## src/rtl/tile_pixel_gen.sv

```systemverilog
// Tile-based pixel generator: hCount/vCount -> tile-map word -> glyph texel -> RGB888.
// Ports: clk, reset (sync, active-high), bright, hCount, vCount in;
//   tileAddress/tileData and glyphAddress/glyphData are two 1-cycle registered read ports;
//   VGA_R/G/B are registered 8-bit colour outputs, valid 3 edges after the inputs.
module tile_pixel_gen #(
   parameter int unsigned TILE_LOG2     = 2,
   parameter int unsigned TILES_PER_ROW = 160,
   parameter int unsigned TILEMAP_BASE  = 40000,
   parameter int unsigned GLYPH_BASE    = 60000,
   parameter int unsigned GLYPH_COUNT   = 64,
   parameter logic [15:0] ERR_RGB565    = 16'hF81F
) (
   input  logic        clk,
   input  logic        reset,
   input  logic        bright,
   input  logic [15:0] hCount,
   input  logic [15:0] vCount,
   output logic [15:0] tileAddress,
   input  logic [15:0] tileData,
   output logic [15:0] glyphAddress,
   input  logic [15:0] glyphData,
   output logic [7:0]  VGA_R,
   output logic [7:0]  VGA_G,
   output logic [7:0]  VGA_B
);

   localparam int unsigned PXW = 2 * TILE_LOG2;

   localparam logic [15:0] MAP_BASE = 16'(TILEMAP_BASE);
   localparam logic [15:0] GLY_BASE = 16'(GLYPH_BASE);
   localparam logic [15:0] STRIDE   = 16'(TILES_PER_ROW);
   // One extra bit so a count of 65536 still compares correctly.
   localparam logic [16:0] GCOUNT   = 17'(GLYPH_COUNT);

   logic           s1_bright_q, s1_bright_d;
   logic [PXW-1:0] s1_px_q, s1_px_d;
   logic           s2_bright_q, s2_bright_d;
   logic           s2_inv_q, s2_inv_d;
   logic [7:0]     r_q, r_d;
   logic [7:0]     g_q, g_d;
   logic [7:0]     b_q, b_d;

   logic [15:0] row_idx;
   logic [15:0] col_idx;
   logic [15:0] row_off;
   logic [15:0] glyph_off;
   logic        code_inv;
   logic [15:0] texel;

   always_comb begin
      // Stage 0: tile-map address, products truncated to 16 bits.
      row_idx     = vCount >> TILE_LOG2;
      col_idx     = hCount >> TILE_LOG2;
      row_off     = row_idx * STRIDE;
      tileAddress = MAP_BASE + row_off + col_idx;

      // Pixel offset inside the tile: row-major, T texels per row.
      s1_px_d     = {vCount[TILE_LOG2-1:0], hCount[TILE_LOG2-1:0]};
      s1_bright_d = bright;

      // Stage 1: glyph address; invalid codes read the harmless base word.
      code_inv     = {1'b0, tileData} >= GCOUNT;
      glyph_off    = tileData << PXW;
      glyphAddress = code_inv ? GLY_BASE
                              : GLY_BASE + glyph_off + 16'(s1_px_q);
      s2_bright_d  = s1_bright_q;
      s2_inv_d     = code_inv;

      // Stage 2: RGB565 -> RGB888 by MSB replication.
      texel = s2_inv_q ? ERR_RGB565 : glyphData;
      r_d   = 8'h00;
      g_d   = 8'h00;
      b_d   = 8'h00;
      if (s2_bright_q) begin
         r_d = {texel[15:11], texel[15:13]};
         g_d = {texel[10:5],  texel[10:9]};
         b_d = {texel[4:0],   texel[4:2]};
      end
   end

   always_ff @(posedge clk) begin
      if (reset) begin
         s1_bright_q <= 1'b0;
         s1_px_q     <= '0;
         s2_bright_q <= 1'b0;
         s2_inv_q    <= 1'b0;
         r_q         <= 8'h00;
         g_q         <= 8'h00;
         b_q         <= 8'h00;
      end else begin
         s1_bright_q <= s1_bright_d;
         s1_px_q     <= s1_px_d;
         s2_bright_q <= s2_bright_d;
         s2_inv_q    <= s2_inv_d;
         r_q         <= r_d;
         g_q         <= g_d;
         b_q         <= b_d;
      end
   end

   assign VGA_R = r_q;
   assign VGA_G = g_q;
   assign VGA_B = b_q;

endmodule

```

## config.mk

```make
export PLATFORM = sky130hd
export DESIGN_NAME = tile_pixel_gen
export DESIGN_NICKNAME = d
export VERILOG_FILES = /design/src/rtl/tile_pixel_gen.sv
export SDC_FILE = /design/constraint.sdc
export NUM_CORES = 1
export LEC_CHECK = 0
export ABC_AREA = 1
export BUFFER_PORTS_ARGS = -buffer_cell sky130_fd_sc_hd__buf_4
export CORE_MARGIN = 1
export CORE_UTILIZATION = 47
export DETAILED_ROUTE_END_ITERATION = 12
export HOLD_SLACK_MARGIN = 0.05
export MAX_ROUTING_LAYER = met4
export PLACE_DENSITY = 0.91
export SLEW_MARGIN = 20
export SYNTH_ARGS = -nofsm -noshare
export SYNTH_HDL_FRONTEND = slang
export SYNTH_SLANG_ARGS = --single-unit
```

## constraint.sdc

```tcl
create_clock -name clk -period 6.7 [get_ports clk]
set_input_delay 0.67 -clock clk [delete_from_list [all_inputs] [get_ports clk]]
set_output_delay 0.67 -clock clk [all_outputs]
set_load 0.02 [all_outputs]
```

After elaboration in Yosys (flattened, before gate mapping)
Cells that the tools add are included.
Operators by class
  $add $sub $neg: 4
  multipliers: 1
  order comparisons: 1
  mux-type cells: 2
  bitwise logic cells: 1
  reductions and logical operators: 2
Operator list (count)
  16-bit adder (first input constant): 2
  16-bit two-way mux: 2
  16-bit by 14-bit adder with 16-bit output: 1
  16-bit by 4-bit adder with 16-bit output: 1
  16-bit by 7-bit >= comparator with 1-bit output (second input constant): 1
  14-bit by 3-bit multiplier with 11-bit output (second input constant): 1
  3-bit OR reduction: 1
  2-bit OR reduction: 1
  1-bit inverter: 1
Storage, ports and cells
  flip-flop bits (word level): 31
  input bits: 67
  output and inout port bits: 56
  word-level logic and storage cells: 19

Depth between registers and ports, before layout
  depth after elaboration: 3
  mapped depth: 16
  depth with buffers taken out: 16

Worst setup path before layout
OpenSTA, ideal clock, no wires.
  path kind: input -> output
  start: input vCount[3]
  end: output tileAddress[15]
  arrival: 3.048 ns
  required time: 6.030 ns
  setup slack: 2.982 ns
  cell stages on the path: 15
  path buffers: 0
  path through: ha_1 ha_1 fa_1 nand3_1 nand2_1 xnor2_1 ha_1 inv_1 ha_1 nand2_1 nor2_1 nand3_1 nand3_1 nand3_1 nand2_1
On the way
  word-level cells in the longest chain between the ends: 3
RTL lines
  start, declared: RTL line 17  | input logic [15:0] vCount,
  14-bit by 3-bit multiplier with 11-bit output: RTL line 54  | row_off = row_idx * STRIDE;
  16-bit adder: RTL line 55  | tileAddress = MAP_BASE + row_off + col_idx;
  16-bit by 14-bit adder with 16-bit output: RTL line 55
  end, declared: RTL line 18  | output logic [15:0] tileAddress,
No other way between the ends.

Final worst setup path
Same ends and word-level chain as after synthesis.

==> impl_metrics.toml <==
[routing]
routed_via_density = 4.68
iteration_count_of_the_initial_detailed_routing_pass = 4
vias = 2000
antenna_left = 0
drc_errors = 0
detailedRoute.firstIterationViolations = 32
detail_route.wirelength_um = 4300
detail_route.wl_per_cell_um = 10.1

[global_route]
overall_global_routing_usage_pct = 18.6
number_of_antenna_violations_at_the_first_check_in_global_routing = 0
globalRouteMet3Util_pct = 1.35
met1_usage_pct = 19.6
grt_overflow_total = 0
grt_first_pass_wirelength_um = 6510
grt_busiest_layer = "met2"
maximum_number_of_pins_on_one_net_before_global_route_repair = 13
grt_pass1_vias = 1694
groute.layer.met2.usage_pct = 35.1

[critical_path]
worstPathRequired_ps = 6030
timing.critical_path.from_type = "primary input"
data_arrival_at_the_endpoint_of_the_critical_path_ps = 3500
setup.worst_path.end_class = "output port"
worst_path_max_fanout = 4
worstRegToRegCells = 2
critPathKind = "primary input to output port"

[timing]
final_min_period_over_clock_period_pct = 62.2
setup_viol = 0
setup_tns_ps = 0
finalClockSkew_ps = 4.39
final_worst_setup_slack_ps = 2530
final_max_slew_viol_count = 0
clock.fmax_mhz = 240
fin_crit_ps = 4170
final-hold-violation-count = 0
rsz0062_at_grt = "false"

[clock_network]
clock_sink_count = 23
post_cts_resize_count = 0
post_cts_hold_buffer_count = 0
max-clock-path-buffers = 2
worst_setup_hold_path_clk_slew_ps = 70
cts_tree = "yes"
cts_inserted_buffers = 3
clk_latency_ps = 260
htree_num_levels = 1
number_of_buffers_added_for_setup_after_cts = 0
cts-root-buf = "sky130_fd_sc_hd__clkbuf_8"

[die]
core.rowCount = 23
die_y_um = 67.7
initial_standard_cell_utilization_of_the_core_pct = 49.9
floorplan.die_area_um2 = 4580
fp.coreArea_um2 = 4060
io_pins = 123
floorplan.die.width_um = 67.7

[yosys]
synth_flop_type = "sky130_fd_sc_hd__dfxtp_1"
synth-async-reset-ratio_pct = 0
yosys-top-cells-count = "sky130_fd_sc_hd__inv_1, sky130_fd_sc_hd__nand2_1, sky130_fd_sc_hd__nor2_1, sky130_fd_sc_hd__ha_1, sky130_fd_sc_hd__dfxtp_1"
yosysMostFrequentCell = "sky130_fd_sc_hd__inv_1"
synth_largest_area_cell = "sky130_fd_sc_hd__dfxtp_1"
post_synth_num_cell_types = 28
synth.ff_latch_count = 23
synth.yosys.warnings = 0
mappedNetlistArea_um2 = 2030
synth.yosys.seq_area_share_pct = 22.7
mean_area_per_synthesized_cell_um2 = 7.03
syn-instance-count = 288
synth_edf_count = 0
netlist_top_cells_area = "sky130_fd_sc_hd__dfxtp_1, sky130_fd_sc_hd__ha_1, sky130_fd_sc_hd__inv_1"
yosys.area.top_type_share_pct = 22.7

[finish]
design.final.nets = 481
final_design_area_no_fill_um2 = 2760
finalCoreUtilization_pct = 68.0
area_used_by_multi_input_combinational_logic_um2 = 1200
post_route_cells_drive_above_1_share_pct = 31.3
antennaDiodeCount = 0
syn_to_final_growth_pct = 36.2
layout.filler_cells = 314
layout.area.seq_um2 = 460

[outcome]
outcome = "finished clean"

[power_and_ir_drop]
power.internal_w = 0.000339
clock_share_of_power_pct = 14.1
power_density_nw_per_um2 = 210
power.switching_w = 0.000239
pwr-share-comb_pct = 61.2
static_leakage_nw = 1.63
ir_drop_v = 0.000188
power.switching_fraction_pct = 41.3
fin_total_pwr_w = 0.000578
seq_power_share_pct = 24.7

[placement]
place.gp.congestion = 0.901
detailed_place.area_um2 = 2710
io_buffers = 104
detailed_place_hpwl_um = 3830
post-place-ws_ps = 2560

[flow_run]
maxCapViolations = 0

[hold_path]
hold_path_class = "flip-flop to flip-flop"
whs_path_cells = 2
==> cell type report <==
type	count	area share [%]
timing repair buffer	104	28.3
clock buffer	4	1.63
sequential	23	16.7
tap	50	2.27
multi-input combinational	189	43.4
inverter	57	7.76
==> sequential cells by signal (all words and copies together), names as in the netlist <==
signal and flops:
VGA_G 6, VGA_B 5, VGA_R 5, s1_px_q 4
s1_bright_q 1, s2_bright_q 1, s2_inv_q 1
==> layout by cell type, fill, tap and decap left out, drive strengths merged, types with 2 or more instances in the layout <==
master  instances
nand2          47
xor2            5
dfxtp          23
o21ai           3
nor2           54
inv            57
buf           104
nand3          11
nand3b          2
conb            5
fa              2
a21o            2
o21bai          2
xnor2           6
clkbuf          4
a21oi          12
ha             34
==> final timing paths <==
| check | start | end | slack, ps |
|---|---|---|---|
| worst max-delay path | vCount[3] | tileAddress[15] | 2530 |
| worst min register to register | s1_bright_q | s2_bright_q | 400 |
| worst max register to register | s2_inv_q | VGA_G[3] | 5660 |
| worst min-delay path | s1_bright_q | s2_bright_q | 400 |
==> worst max-delay path: stages <==
cell,delay [ps]
sky130_fd_sc_hd__buf_4,110
sky130_fd_sc_hd__ha_1,290
sky130_fd_sc_hd__ha_1,230
sky130_fd_sc_hd__fa_1,430
sky130_fd_sc_hd__nand3_1,100
sky130_fd_sc_hd__nand2_1,70
sky130_fd_sc_hd__xnor2_1,130
sky130_fd_sc_hd__ha_1,270
sky130_fd_sc_hd__inv_1,40
sky130_fd_sc_hd__ha_1,340
sky130_fd_sc_hd__nand2_1,100
sky130_fd_sc_hd__nor2_1,160
sky130_fd_sc_hd__nand3_1,100
sky130_fd_sc_hd__nand3_1,150
sky130_fd_sc_hd__inv_1,50
sky130_fd_sc_hd__nand2_1,60
sky130_fd_sc_hd__nand2_1,50
sky130_fd_sc_hd__buf_4,150
==> logic make-up after synthesis <==
family / after synthesis / share of synthesized area (%)
compound gates: 21 / 6.11
fa+ha+maj: 36 / 23.0
xor+xnor: 11 / 4.76
simple gates: 116 / 24.3
buf+inv: 79 / 18.8
other cells: 2 / 0.371
flops: 23 / 22.7
==> power by group through the flow <==
stage	Combinational, W	Sequential (W)	Clock (W)
CTS	0.000356	0.000143	0.0000832
detailed placement	0.000354	0.000146	0
finish	0.000354	0.000143	0.0000816
global placement	0.000347	0.000146	0
floorplan	0.000238	0.000147	0
global route	0.000394	0.000143	0.0000902
==> metrics by stage <==
step	instances	hold slack, ps
floorplan	291	388
global placement	423	392
detailed placement	423	397
CTS	427	407
global route	427	438
finish	427	404
==> layer usage <==
layer  share of wire [%]  vias to the layer above
li1                    -                     1038
met1                  37                      876
met2                  54                       79
met3                 7.5                        7
met4                 1.8                        0
met5                   0                        -
No activity file was read; power rests on OpenSTA's default activity.
